`src/rtl/paquete_uart_pkg.sv`:
```
// Shared definitions for the inter-FPGA UART link: receiver states,
// packet geometry and the default bit timing for 50 MHz / 9600 baud.
package paquete_uart_pkg;

    localparam int ANCHO_PAQUETE          = 8;
    localparam int ANCHO_CAMPO            = 4;
    localparam int POS_DESTINO            = 4;
    localparam int POS_DATO               = 0;
    localparam int CICLOS_POR_BIT_DEFECTO = 5208;

    typedef enum logic [2:0] {
        ESPERA,
        INICIO,
        DATOS,
        PARADA,
        RECUPERA
    } estado_receptor_t;

endpackage

```
`src/rtl/sincronizador_entrada.sv`:
```
// Two-flop synchronizer for an asynchronous single-bit input. Both flops
// reset to VALOR_REINICIO so the downstream logic sees a known idle level.
module sincronizador_entrada #(
    parameter logic VALOR_REINICIO = 1'b1
) (
    input  logic reloj,
    input  logic reinicio,
    input  logic entrada,
    output logic salida
);

    logic etapaUno;

    // Two-stage capture to settle metastability before use.
    always_ff @(posedge reloj or negedge reinicio) begin
        if (!reinicio) begin
            etapaUno <= VALOR_REINICIO;
            salida   <= VALOR_REINICIO;
        end else begin
            etapaUno <= entrada;
            salida   <= etapaUno;
        end
    end

endmodule

```
`src/rtl/modulo_receptor_uart.sv`:
```
// Receive end of the inter-FPGA UART link: deserializes one 8N1 frame into
// the packet {identificadorDestino, dato} and raises a one-cycle strobe for
// the packet processor, or a one-cycle error strobe on a bad stop bit.
//
// state    | meaning
// ---------+-----------------------------------------------------------
// ESPERA   | line idle, waiting for a falling edge (start bit)
// INICIO   | counting to mid start bit to confirm it is not a glitch
// DATOS    | sampling the 8 data bits at each bit centre, LSB first
// PARADA   | sampling the stop bit; publish packet or flag error
// RECUPERA | stop bit was low (break / framing error); wait for idle
module modulo_receptor_uart
    import paquete_uart_pkg::*;
#(
    parameter int CICLOS_POR_BIT = CICLOS_POR_BIT_DEFECTO
) (
    input  logic                     reloj,
    input  logic                     reinicio,
    input  logic                     lineaRecepcionBits,
    output logic [ANCHO_PAQUETE-1:0] bitsRecibidos,
    output logic [ANCHO_CAMPO-1:0]   identificadorDestino,
    output logic [ANCHO_CAMPO-1:0]   datoRecibido,
    output logic                     recepcionFinalizada,
    output logic                     errorTrama
);

    localparam int ANCHO_CICLO = $clog2(CICLOS_POR_BIT);
    localparam logic [ANCHO_CICLO-1:0] CICLO_MEDIO = ANCHO_CICLO'(CICLOS_POR_BIT / 2 - 1);
    localparam logic [ANCHO_CICLO-1:0] CICLO_FINAL = ANCHO_CICLO'(CICLOS_POR_BIT - 1);
    localparam logic [ANCHO_CICLO-1:0] CICLO_UNO   = ANCHO_CICLO'(1);
    localparam logic [2:0]             INDICE_ULTIMO = 3'd7;

    logic                     rxS;
    estado_receptor_t         estado;
    estado_receptor_t         estadoSig;
    logic [ANCHO_CICLO-1:0]   ciclo;
    logic [ANCHO_CICLO-1:0]   cicloSig;
    logic [2:0]               indice;
    logic [2:0]               indiceSig;
    logic [ANCHO_PAQUETE-1:0] desplazamiento;
    logic [ANCHO_PAQUETE-1:0] desplazamientoSig;
    logic [ANCHO_PAQUETE-1:0] bitsSig;
    logic                     finalizadaSig;
    logic                     errorSig;

    sincronizador_entrada #(
        .VALOR_REINICIO(1'b1)
    ) uSincronizador (
        .reloj   (reloj),
        .reinicio(reinicio),
        .entrada (lineaRecepcionBits),
        .salida  (rxS)
    );

    // Next-state and datapath decisions; strobes are registered so both
    // they and bitsRecibidos change on the same edge.
    always_comb begin
        estadoSig         = estado;
        cicloSig          = ciclo + CICLO_UNO;
        indiceSig         = indice;
        desplazamientoSig = desplazamiento;
        bitsSig           = bitsRecibidos;
        finalizadaSig     = 1'b0;
        errorSig          = 1'b0;

        case (estado)
            ESPERA: begin
                cicloSig = '0;
                if (!rxS) begin
                    estadoSig = INICIO;
                end
            end

            INICIO: begin
                if (ciclo == CICLO_MEDIO) begin
                    cicloSig = '0;
                    if (!rxS) begin
                        estadoSig = DATOS;
                        indiceSig = '0;
                    end else begin
                        estadoSig = ESPERA;
                    end
                end
            end

            DATOS: begin
                if (ciclo == CICLO_FINAL) begin
                    cicloSig          = '0;
                    desplazamientoSig = {rxS, desplazamiento[ANCHO_PAQUETE-1:1]};
                    if (indice == INDICE_ULTIMO) begin
                        estadoSig = PARADA;
                    end else begin
                        indiceSig = indice + 3'd1;
                    end
                end
            end

            PARADA: begin
                if (ciclo == CICLO_FINAL) begin
                    cicloSig = '0;
                    if (rxS) begin
                        bitsSig       = desplazamiento;
                        finalizadaSig = 1'b1;
                        estadoSig     = ESPERA;
                    end else begin
                        errorSig  = 1'b1;
                        estadoSig = RECUPERA;
                    end
                end
            end

            RECUPERA: begin
                cicloSig = '0;
                if (rxS) begin
                    estadoSig = ESPERA;
                end
            end

            default: begin
                cicloSig  = '0;
                estadoSig = ESPERA;
            end
        endcase
    end

    // State register.
    always_ff @(posedge reloj or negedge reinicio) begin
        if (!reinicio) begin
            estado <= ESPERA;
        end else begin
            estado <= estadoSig;
        end
    end

    // Bit timing, shift register, published packet and strobes.
    always_ff @(posedge reloj or negedge reinicio) begin
        if (!reinicio) begin
            ciclo               <= '0;
            indice              <= '0;
            desplazamiento      <= '0;
            bitsRecibidos       <= '0;
            recepcionFinalizada <= 1'b0;
            errorTrama          <= 1'b0;
        end else begin
            ciclo               <= cicloSig;
            indice              <= indiceSig;
            desplazamiento      <= desplazamientoSig;
            bitsRecibidos       <= bitsSig;
            recepcionFinalizada <= finalizadaSig;
            errorTrama          <= errorSig;
        end
    end

    assign identificadorDestino = bitsRecibidos[POS_DESTINO +: ANCHO_CAMPO];
    assign datoRecibido         = bitsRecibidos[POS_DATO +: ANCHO_CAMPO];

endmodule

```
`config.mk`:
```
export PLATFORM = sky130hd
export DESIGN_NAME = modulo_receptor_uart
export DESIGN_NICKNAME = d
export VERILOG_FILES = /design/src/rtl/paquete_uart_pkg.sv /design/src/rtl/sincronizador_entrada.sv /design/src/rtl/modulo_receptor_uart.sv
export SDC_FILE = /design/constraint.sdc
export NUM_CORES = 1
export LEC_CHECK = 0
export BUFFER_PORTS_ARGS = -buffer_cell sky130_fd_sc_hd__buf_2
export CORE_UTILIZATION = 51
export CTS_CLUSTER_SIZE = 28
export DETAILED_ROUTE_END_ITERATION = 10
export PLACE_DENSITY = 0.83
export SLEW_MARGIN = 25
export SYNTH_ARGS = -nofsm -noshare
export SYNTH_HDL_FRONTEND = slang
export SYNTH_SLANG_ARGS = --single-unit
```
`constraint.sdc`:
```
create_clock -name reloj -period 2 [get_ports reloj]
set_clock_uncertainty 0.2 [all_clocks]
set_input_delay 0.3 -clock reloj [delete_from_list [all_inputs] [get_ports reloj]]
set_output_delay 0.3 -clock reloj [all_outputs]
set_load 0.05 [all_outputs]
```
; Word-level counts from Yosys, hierarchy flattened
; Cells that the tools add are included.
[totals]
regBits = 39
out_inout_bits = 18
wordCells = 56
[classes]
n_addsub = 2
n_eq_ne = 15
mux = 23
reduce_logical = 7
[ops]
columns = cell, n
row1 = 3-bit 2-to-1 mux, 11
row2 = 13-bit 2-to-1 mux, 2
row3 = 13-bit case mux with 2 select lines, 1
row4 = 3-bit case mux with 5 select lines, 1
row5 = "2-bit != test, second input constant", 7
row6 = "13-bit by 1-bit adder with 13-bit output, second input constant", 1
row7 = "13-bit by 12-bit == test with 1-bit output, second input constant", 1
row8 = "13-bit == test, second input constant", 1
row9 = "3-bit by 2-bit == test with 1-bit output, second input constant", 2
row10 = "3-bit == test, second input constant", 2
row11 = 1-bit 2-to-1 mux, 6
row12 = 3-bit case mux with 2 select lines, 1
row13 = 6-bit AND reduction, 1
row14 = 5-bit AND reduction, 1
row15 = "3-bit by 1-bit adder with 3-bit output, second input constant", 1
row16 = "3-bit by 1-bit == test with 1-bit output, second input constant", 1
row17 = 3-bit logical NOT, 1
row18 = 3-bit AND reduction, 1
row19 = 2-bit 2-to-1 mux, 1
row20 = "2-bit by 1-bit != test with 1-bit output, second input constant", 1
row21 = 2-bit AND reduction, 1
row22 = 2-bit nonzero test, 1
row23 = 2-bit OR reduction, 1

; Depth between registers and ports, before layout
[logic_depth]
depth_word = 4
ltp_mapped = 6

; Cells and area by module
; Synthesis repeated with hierarchy kept, for this count alone.
[unflattened]
cells_unflattened = 153
area_unflattened_um2 = 1790.5
[modules_own_cells]
columns = mod, instances, cells_each, area_per_inst_um2
row1 = modulo_receptor_uart, 1, 151, 1737.9
row2 = sincronizador_entrada, 1, 2, 52.6

; Least setup slack after synthesis
; Ideal clock, no wire load.
[synth_timing]
path_kind = reg2reg
start = reg ciclo[0]
end = reg desplazamiento[0]
setup_ps = 125
t_arrival_ps = 1681
required_time_ps = 1675
slack_ps = -7
path_stages_with_launch = 7
cell_sequence = dfrtp_1 ha_1 and4bb_2 nand3_2 or3_1 buf_6 mux2_4
[synth_via]
elab_chain_cells = 2
[synth_rtl]
columns = item, line_no
row1 = from (decl), modulo_receptor_uart.sv:36  ; logic [ANCHO_CICLO-1:0] ciclo;
row2 = from (signal assigned), modulo_receptor_uart.sv:145  ; ciclo <= cicloSig;
row3 = 13-bit == test, modulo_receptor_uart.sv:87  ; if (ciclo == CICLO_FINAL) begin
row4 = 2-bit AND reduction (no source line), -
row5 = to (signal assigned), modulo_receptor_uart.sv:147  ; desplazamiento <= desplazamientoSig;
row6 = to (decl), modulo_receptor_uart.sv:40  ; logic [ANCHO_PAQUETE-1:0] desplazamiento;
; No other way between the ends.
; A chain may end at the register's enable or synchronous reset.

; Worst setup path in the final report
[layout_timing]
start = reg ciclo[1]
end = reg desplazamiento[0]
; Same word-level chain as after synthesis.

==> results.json <==
{
  "r2r_cells": 6,
  "fin_nets": 203,
  "areaGrowthSynthToFinish_pct": 24.0,
  "io_buffers": 20,
  "r2r-end": "desplazamiento[0]",
  "via_per_inst": 5.52,
  "clkTransAtPathRegs_ps": 110,
  "track_usage_pct": 20.0,
  "core_area_um2": 3420,
  "synth_top_area_share_pct": 49.8,
  "cpPeakStageDelay_ps": 420,
  "synth_warnings": 0,
  "total_power_mw": 1.46,
  "antenna_found_initial": 0,
  "worst_slew_pin_slew_ps": 473,
  "yosysTopAreaCell": "dfrtp_1",
  "start_kind": "register",
  "io_pins": 21,
  "syn-num-nets": 163,
  "relSlewSlack_pct": 68.5,
  "total_leakage_power_nw": 1.11,
  "ys_seq_area_share_pct": 52.6,
  "cts_made_buffers": 5,
  "cp-startpoint": "ciclo[1]",
  "clock_path_buffers": 2,
  "grt_max_degree": 40,
  "hold_path_class": "register to register",
  "crit_slowest_cell": "dfrtp_1",
  "rows": 21,
  "p_per_area_nw_per_um2": 634,
  "clock_latency_ps": 350,
  "cts_num_sinks": 39,
  "drive_above_1_share_pct": 42.4,
  "setup_tns_ps": 0,
  "outcome": "completed",
  "required_ps": 2050,
  "cts_tree": "done",
  "crit_type": "register to register",
  "dieArea_um2": 3890,
  "wl_per_cell_um": 14.8,
  "maxCapViolCount": 0,
  "firstDrtPassIters": 4,
  "synth-seq-cells": 39,
  "routed_wl_um": 3600,
  "synth_area_um2": 1860,
  "ctsRootBufferMaster": "clkbuf_4",
  "layout_commonest_cell": "dfrtp_1",
  "drc_errors": 0,
  "crit_fanout": 8,
  "grt_pass1_vias": 1284,
  "dp_hpwl_um": 2390,
  "synthDistinctLibCells": 36,
  "drtAntennaViolNets": 0,
  "fin_crit_ps": 1990,
  "die_y_um": 62.4,
  "cts.htree.levels": 2,
  "grt-ovfl-total": 0,
  "rsz0062_at_grt": "yes",
  "grt_pass1_wl_um": 5970,
  "cp_cell_sequence": "ha_4 > and4bb_2 > nand3_2 > or3_4 > buf_6 > mux2_4",
  "dp.cells": 228,
  "gp_congestion": 0.945,
  "vias": 1348,
  "syn_inst": 157,
  "r2r_setup_slack_ps": 10,
  "hold_viol_final": 0,
  "yosys-top-cells-area": "dfrtp_1 (50%), mux2_4 (6.5%), mux2_2 (4.8%), xnor2_1 (3.8%), nor2_1 (3.6%)",
  "max_freq_mhz": 503,
  "chipWidth_um": 62.4,
  "drv_slew": 0,
  "finalSetupViolations": 0,
  "crit_end": "desplazamiento[0]",
  "avgSynthCellArea_um2": 11.9,
  "worstSetupEndpointType": "register",
  "critical_path_arrival_ps": 2040,
  "whs_path_depth": 0,
  "start_util_pct": 54.5,
  "num_antenna_cells": 0,
  "rr_startpoint": "ciclo[1]",
  "vdd_ir_drop_max_mv": 0.373,
  "finalCritPeriodShare_pct": 99.4,
  "drt_first_iter_violations": 82,
  "final_cell_mix": "dfrtp_1 (36), buf_2 (21), nor2_1 (18), buf_4 (18)",
  "fin_cells": 244
}
-- worst max-delay path, delay by kind of cell (launching register included) --
kind	cells	cell delay [ps]
buffers and inverters	1	160
DFF	1	420
and+or+nand+nor	3	650
muxes	1	300
adders and majority gates	1	160
-- metrics by stage --
step	instance area, µm²	setup WS [ps]	utilization (%)	hold WS [ps]
after floorplan	1860	12.0	-	-196
after global placement	2070	58.8	60.7	147
after detailed placement	2070	0.624	60.7	147
after CTS	2210	16.6	64.8	164
after global routing	2310	-39.7	67.5	168
final	2310	12.4	67.5	163
-- Yosys cell counts (all sizes together) --
cell type  count
or3            1
nand2          8
dfrtp         37
mux2i          2
inv            4
a32o           1
nand4          3
xor2           3
nor4bb         2
nand2b         1
o2bb2ai        2
nor3b          2
buf           11
a22oi          2
a32oi          1
mux2          16
nor3           3
and4bb         3
nor2b          3
and3           2
o211ai         1
nor4b          2
nor2          19
dfstp          2
nand3          9
ha             3
xnor2          8
clkbuf         1
nor4           5
-- layout make-up --
type | count | area [µm²]
fill | 256 | 1110
sequential | 39 | 980
multi-input combinational | 102 | 836
timing repair buffer | 45 | 314
clock inverter | 3 | 67.6
tap | 46 | 57.6
clock buffer | 5 | 37.5
inverter | 4 | 15.0
-- cell families after synthesis --
group,after synthesis,share of synthesized area (%)
adders and majority gates,3,2.02
AOI/OAI and AO/OA,7,3.16
muxes,18,12.4
and+or+nand+nor,63,19.2
DFF,39,52.6
buffers and inverters,16,5.45
xor gates and xnor gates,11,5.18
-- where the power goes --
group,internal (mW),switching [mW]
registers,0.792,0.00202
clock network,0.388,0.258
logic,0.00581,0.0164
total,1.19,0.276
-- timing repair --
item	CTS	global route
setup endpoints to repair	10	32
hold buffers	2	0
gates resized for setup	1	13
setup buffers	1	4
pin swaps	0	3
gates cloned	0	1
endpoints found under the hold margin	38	0
-- flip-flops by register name (all words and copies together), names as in the netlist --
| name | flops |
|---|---|
| indice | 3 |
| bitsRecibidos | 8 |
| uSincronizador.etapaUno | 1 |
| ciclo | 13 |
| uSincronizador.salida | 1 |
| errorTrama | 1 |
| estado | 3 |
| desplazamiento | 8 |
| recepcionFinalizada | 1 |
-- how the worst min path moves through the flow --
| stage | startpoint | endpoint | slack, ps |
|---|---|---|---|
| 6_report | uSincronizador.etapaUno | uSincronizador.salida | 160 |
| 5_1_grt | uSincronizador.etapaUno | uSincronizador.salida | 170 |
| 4_1_cts | uSincronizador.etapaUno | uSincronizador.salida | 160 |
| 3_5_place_dp | uSincronizador.etapaUno | uSincronizador.salida | 150 |
| 3_3_place_gp | uSincronizador.etapaUno | uSincronizador.salida | 150 |
| 2_1_floorplan | reinicio | bitsRecibidos[0] | -200 |
-- metal layers --
metal | up-vias | wire [µm] | global-route usage (%)
met5 | - | 0 | 0
met4 | 0 | 102 | 9.01
met3 | 10 | 160 | 5.47
met2 | 52 | 1800 | 31.4
met1 | 661 | 1540 | 25.9
li1 | 625 | - | -
No activity file was read; power rests on OpenSTA's default activity.
